===== src/rtl/vslc_output_shifter.sv =====
// Snapshot-and-serialize output stage for the VSLC core.
// Drives a 74HC595-style chain MSB-first, then latches once per scan cycle.
module vslc_output_shifter #(
  parameter int DATA_W  = 24,
  parameter int CLK_DIV = 2,
  parameter int OVR_W   = 8
) (
  input  logic             clk,
  input  logic             rst,
  input  logic             snap_req,
  input  logic [7:0]       out_in,
  input  logic [15:0]      stack_in,
  output logic             sr_data,
  output logic             sr_clk,
  output logic             sr_latch,
  output logic             busy,
  output logic             frame_done,
  output logic [OVR_W-1:0] overrun
);

  typedef enum logic [1:0] {
    IDLE,
    SHIFT_LO,
    SHIFT_HI,
    LATCH
  } state_t;

  localparam int DIV_W = 8;
  localparam int CNT_W = $clog2(DATA_W);

  localparam logic [DIV_W-1:0] DIV_LAST = DIV_W'(CLK_DIV - 1);
  localparam logic [DIV_W-1:0] DIV_END  = DIV_W'(CLK_DIV);
  localparam logic [CNT_W-1:0] CNT_LAST = CNT_W'(DATA_W - 1);
  localparam logic [OVR_W-1:0] OVR_MAX  = '1;

  state_t              state, state_n;
  logic [DIV_W-1:0]    div, div_n;
  logic [CNT_W-1:0]    bit_cnt, cnt_n;
  logic [DATA_W-1:0]   shreg, sh_n;
  logic                pend_v, pv_n;
  logic [DATA_W-1:0]   pend_w, pw_n;
  logic [OVR_W-1:0]    ovr, ovr_n;
  logic [DATA_W-1:0]   word;
  logic                done_w;
  logic                shifting;

  assign word     = {out_in, stack_in};
  assign done_w   = (state == LATCH) && (div == DIV_END);
  assign shifting = (state == SHIFT_LO) || (state == SHIFT_HI);

  always_ff @(posedge clk) begin
    if (rst) begin
      state   <= IDLE;
      div     <= '0;
      bit_cnt <= '0;
      shreg   <= '0;
      pend_v  <= 1'b0;
      pend_w  <= '0;
      ovr     <= '0;
    end else begin
      state   <= state_n;
      div     <= div_n;
      bit_cnt <= cnt_n;
      shreg   <= sh_n;
      pend_v  <= pv_n;
      pend_w  <= pw_n;
      ovr     <= ovr_n;
    end
  end

  always_comb begin
    state_n = state;
    div_n   = div;
    cnt_n   = bit_cnt;
    sh_n    = shreg;
    pv_n    = pend_v;
    pw_n    = pend_w;
    ovr_n   = ovr;

    unique case (state)
      IDLE: begin
        if (snap_req) begin
          sh_n    = word;
          cnt_n   = CNT_LAST;
          div_n   = '0;
          state_n = SHIFT_LO;
        end
      end
      SHIFT_LO: begin
        if (div == DIV_LAST) begin
          div_n   = '0;
          state_n = SHIFT_HI;
        end else begin
          div_n = div + 1'b1;
        end
      end
      SHIFT_HI: begin
        if (div == DIV_LAST) begin
          div_n = '0;
          if (bit_cnt == '0) begin
            state_n = LATCH;
          end else begin
            sh_n    = {shreg[DATA_W-2:0], 1'b0};
            cnt_n   = bit_cnt - 1'b1;
            state_n = SHIFT_LO;
          end
        end else begin
          div_n = div + 1'b1;
        end
      end
      LATCH: begin
        if (div == DIV_END) begin
          div_n = '0;
          // A queued word starts here; a coincident request refills the queue.
          if (pend_v) begin
            sh_n    = pend_w;
            cnt_n   = CNT_LAST;
            state_n = SHIFT_LO;
            if (snap_req) begin
              pw_n = word;
            end else begin
              pv_n = 1'b0;
            end
          end else if (snap_req) begin
            sh_n    = word;
            cnt_n   = CNT_LAST;
            state_n = SHIFT_LO;
          end else begin
            state_n = IDLE;
          end
        end else begin
          div_n = div + 1'b1;
        end
      end
      default: begin
        state_n = IDLE;
      end
    endcase

    if (snap_req && (state != IDLE) && !done_w) begin
      pw_n = word;
      if (pend_v) begin
        if (ovr != OVR_MAX) begin
          ovr_n = ovr + 1'b1;
        end
      end else begin
        pv_n = 1'b1;
      end
    end
  end

  assign sr_data    = shifting & shreg[DATA_W-1];
  assign sr_clk     = (state == SHIFT_HI);
  assign sr_latch   = (state == LATCH) && !done_w;
  assign frame_done = done_w;
  assign busy       = (state != IDLE);
  assign overrun    = ovr;

endmodule


===== config.mk =====
export PLATFORM = sky130hd
export DESIGN_NAME = vslc_output_shifter
export DESIGN_NICKNAME = d
export VERILOG_FILES = /design/src/rtl/vslc_output_shifter.sv
export SDC_FILE = /design/constraint.sdc
export NUM_CORES = 1
export LEC_CHECK = 0
export ABC_AREA = 1
export CORE_MARGIN = 4
export CORE_UTILIZATION = 60
export CTS_CLUSTER_SIZE = 12
export DETAILED_ROUTE_END_ITERATION = 10
export GPL_TIMING_DRIVEN = 0
export PLACE_DENSITY = 0.83
export SYNTH_ARGS = -nofsm -noshare
export SYNTH_HDL_FRONTEND = slang
export SYNTH_SLANG_ARGS = --single-unit

===== constraint.sdc =====
create_clock -name clk -period 5.3 [get_ports clk]
set_clock_uncertainty 0.1 [all_clocks]
set_input_delay 1.325 -clock clk [delete_from_list [all_inputs] [get_ports clk]]
set_output_delay 1.325 -clock clk [all_outputs]
set_load 0.01 [all_outputs]

---- Word-level counts from Yosys, hierarchy flattened ----
Index checks and enable logic that the tools add are counted.
operators by class
  magnitude comparators ................... 0
  shifts and indexed selects .............. 0
  reductions and logical operators ........ 19
  divide/modulo/power cells ............... 0
  equality and inequality tests ........... 11
  bitwise operators ....................... 1
  $add $sub $neg .......................... 3
  multiplexer cells ....................... 35
  $mul .................................... 0
operators by type and width
  operator             number
  $mux 24              10
  $pmux 24 s3          1
  $mux 5               5
  $mux 8               3
  $pmux 8 s3           1
  $add 8x1->8 const B  2
  $pmux 5 s3           1
  $reduce_and 4->1     3
  $mux 2               5
  $reduce_bool 2->1    5
  $eq 8x1->1 const B   1
  $eq 8x2->1 const B   1
  $mux 1               8
  $ne 8x8->1 const B   1
  $pmux 2 s4           1
  $ne 2x1->1 const B   3
  $logic_not 5->1      1
  $sub 5x1->5 const B  1
  $eq 2x2->1 const B   2
  $logic_and 1x1->1    4
  $ne 2x2->1 const B   2
  $reduce_and 3->1     1
  $reduce_bool 3->1    1
  $eq 2x1->1 const B   1
  5 further kinds      5
word-level totals
  ROM bits ................................ 0
  latch bits .............................. 0
  output and inout port bits .............. 13
  memory bits (writable) .................. 0
  register bits after elaboration ......... 72
  logic and storage cells ................. 76
  input port bits ......................... 27
  memories ................................ 0

---- Longest topological paths before layout ----
  depth in word-level cells ............... 6
  depth in mapped cells ................... 12
  gate-level depth less buffers ........... 10

---- Worst setup path after synthesis ----
No wires, ideal clock.
  kind .................................... reg-to-output
  from .................................... register state[0]
  to ...................................... output port busy
  required time ........................... 3.875 ns
  path buffers ............................ 1
  data arrival time ....................... 1.044 ns
  path slack .............................. 2.831 ns
  stages on the path, launching flop included .. 5
  cells stage by stage .................... dfxtp_1 inv_1 ha_1 inv_1 clkbuf_1
between the ends
  cells in the longest elaborated chain, start to end .. 1
ends and longest elaborated chain
  element                   RTL line  text
  start: declaration        36        state_t state, state_n;
  start signal: assignment  61        state <= state_n;
  $reduce_bool 2->1         156       assign busy = (state != IDLE);
  end: declaration          16        output logic busy,
No other way between the ends.

---- Worst setup path after layout ----
Ends and elaborated chain as after synthesis.

==> flow_summary.toml <==
[sta]
fin_crit_sh_pct = 68.1
setup_tns_ns = 0
relSlewSlack_pct = 55.5
finalSetupViolations = 0
fin_crit_ns = 3.61
drv_slew = 0
fmax_mhz = 277
setup_slack_ns = 1.69
worst_slew_pin_slew_ns = 0.660
hold_viol_final = 0
rsz0062_at_grt = "false"

[critical_path]
arrival_ns = 2.18
path_max_fanout = 10
critical_path.cell_chain = "inv_1, ha_1, inv_1, clkbuf_1, clkdlybuf4s50_1"
critical_path.top_delay_family = "buffers and inverters"
cp-end-kind = "output port"
worstPathRequired_ns = 3.88
critPathMaxStageDelay_ns = 0.63
worst-setup-path-type = "flip-flop to output port"
cp_common_cell = "inv_1"
crit_slowest_cell = "clkdlybuf4s50_1"
cp-start-kind = "flip-flop"
path_buf_inv = 4

[floorplanning]
start_util_pct = 62.8
die_w_um = 93.0
core_mm2 = 0.00691
dieArea_mm2 = 0.00865
fp-row-count = 30
ios = 40
dieHeight_um = 93.0

[logic_synthesis]
synth_top_area_share_pct = 33.2
ys_types = 26
seq_area_frac_synth_pct = 33.2
syn_nets = 738
synth_area_per_cell_um2 = 6.18
synth_area_mm2 = 0.00434
synth_largest_area_cell = "dfxtp_1"
synth_cells = 701
ys_top_cells_by_area = "dfxtp_1, nand2_1, nor2_1"
ys_warn_count = 0
synth-seq-cells = 72

[job]
drv_cap = 0

[cts]
clockBufferDepth = 2
cts_resized = 0
hold_buffers = 0
htree_levels = 3
clkLatencyLatePin_ns = 0.34
cts-root-buf = "clkbuf_8"
cts.sinks = 72
cts_tree = "built"
clk_pin_slew_ns = 0.08
cts_buffers = 9
cts_setup_buffers = 0

[routing]
vias = 4621
routedWlPerCell_um = 13.3
routed_wl_um = 11300
vias_per_cell = 5.43
drc = 0
dr.pass1.iters = 5
drtIter0Drc = 422
drtAntennaViolNets = 0

[finish]
n_fill_cell = 628
syn_to_final_growth_pct = 15.4
final_layout_size_suffix_gt1_share_pct = 4.90
antenna_cells = 0
fin_nets = 787

[pwr]
leakage_nw = 2.09
power_density_mw_per_mm2 = 454
irDropWorstVdd_v = 0.000273

[global_routing]
grt_max_degree = 12
antenna_found_initial = 0
track_usage_pct = 27.2
grt_overflow = 0
grt_pass1_vias = 4154
grt_pass1_wl_um = 19200

[place]
port-buffer-count = 38
post-dp-hpwl_um = 8110
place_ws_ns = 1.95
globalplace.congestion = 0.872

[run_status]
status = "complete, no violations"

[min_path]
worstHoldPathType = "flip-flop to flip-flop"
-- cell type report --
type                       count  area (µm²)  share of cell area (%)
clock buffer                  13         149                    2.98
multi-input combinational    508        2390                    47.7
clock inverter                 3        17.5                   0.350
buffer                        44         218                    4.35
sequential                    72        1440                    28.8
inverter                      77         289                    5.78
tap                           96         120                    2.40
timing repair buffer          38         380                    7.60
-- cells in the mapped netlist --
cell type and number:
ha_1 10, nor3_1 1, nand4_1 12, buf_6 4, xor2_1 4, nand3b_1 2
or2_2 1, o22ai_1 1, dfxtp_1 72, a21oi_1 46, buf_4 2, o21bai_1 1
clkbuf_1 23, nand3_1 66, a31oi_1 1, nand2_2 1, o2111ai_1 1, buf_1 3
nor2_2 2, nor2_4 2, buf_2 12, o21ai_0 40, o211ai_1 28, nor2_1 101
nand2_1 188, inv_1 77
-- tightest hold or removal path: stages (launching register included) --
cell and delay [ns]:
dfxtp_1 0.34, a21oi_1 0.04, nor2_1 0.08
-- cells by family (layout without fill, tap and decap cells) --
kind of cell	Yosys count	count (layout)	synth area share [%]
flip-flops	72	72	33.2
XOR/XNOR	4	4	0.808
AO/OA/AOI/OAI	118	118	15.4
adder cells (fa/ha/maj)	10	10	2.89
buffers and inverters	121	175	11.7
AND/OR/NAND/NOR	376	376	35.9
-- per-stage QoR --
stage | hold WS, ns | total power, W | util, % | std cells | area (µm²)
final | 0.389 | 0.00227 | 72.4 | 851 | 5000
after global placement | 0.364 | 0.00185 | 70.0 | 835 | 4840
after detailed placement | 0.371 | 0.00188 | 70.0 | 835 | 4840
after global routing | 0.411 | 0.00246 | 72.4 | 851 | 5000
after CTS | 0.384 | 0.00227 | 72.4 | 851 | 5000
after floorplan | 0.350 | 0.00160 | - | 701 | 4340
-- power by group --
group	switching [W]	leakage (nW)	total [W]	internal (W)
Sequential	0.000109	0.589	0.000801	0.000692
Combinational	0.000691	1.42	0.00108	0.000394
Clock	0.000203	0.0834	0.000385	0.000182
-- path summary, 6_finish.rpt --
| kind | start | end | slack (ns) | depth (start not counted) |
|---|---|---|---|---|
| max | state[0] | busy | 1.69 | 5 |
| min | pend_w[8] | pend_w[8] | 0.39 | 2 |
| max reg2reg | state[0] | shreg[6] | 2.90 | 9 |
| min reg2reg | pend_w[8] | pend_w[8] | 0.39 | 2 |
-- layout by cell type, fill, tap and decap left out, drive strengths merged --
| cell type | n |
|---|---|
| o22ai | 1 |
| or2 | 1 |
| o21bai | 1 |
| clkbuf | 36 |
| a21oi | 46 |
| nand3b | 2 |
| nand4 | 12 |
| buf | 21 |
| clkinvlp | 1 |
| a31oi | 1 |
| nand3 | 66 |
| inv | 77 |
| xor2 | 4 |
| nand2 | 189 |
| nor3 | 1 |
| o211ai | 28 |
| ha | 10 |
| o2111ai | 1 |
| o21ai | 40 |
| dfxtp | 72 |
| clkdlybuf4s50 | 38 |
| clkinv | 2 |
| nor2 | 105 |
-- registers in the layout, indices dropped and copies added, names as in the netlist --
name,flops
pend_v,1
bit_cnt,5
state,2
pend_w,24
div,8
overrun,8
shreg,24
-- routing by layer --
| layer | routed length, µm | GRT usage, % | vias to the layer above |
|---|---|---|---|
| met4 | 237 | 10.5 | 0 |
| met5 | 0 | 0 | - |
| met1 | 4830 | 34.4 | 2043 |
| li1 | - | - | 2346 |
| met3 | 863 | 4.51 | 28 |
| met2 | 5350 | 46.4 | 204 |
Power figures use the tool's default switching activity.
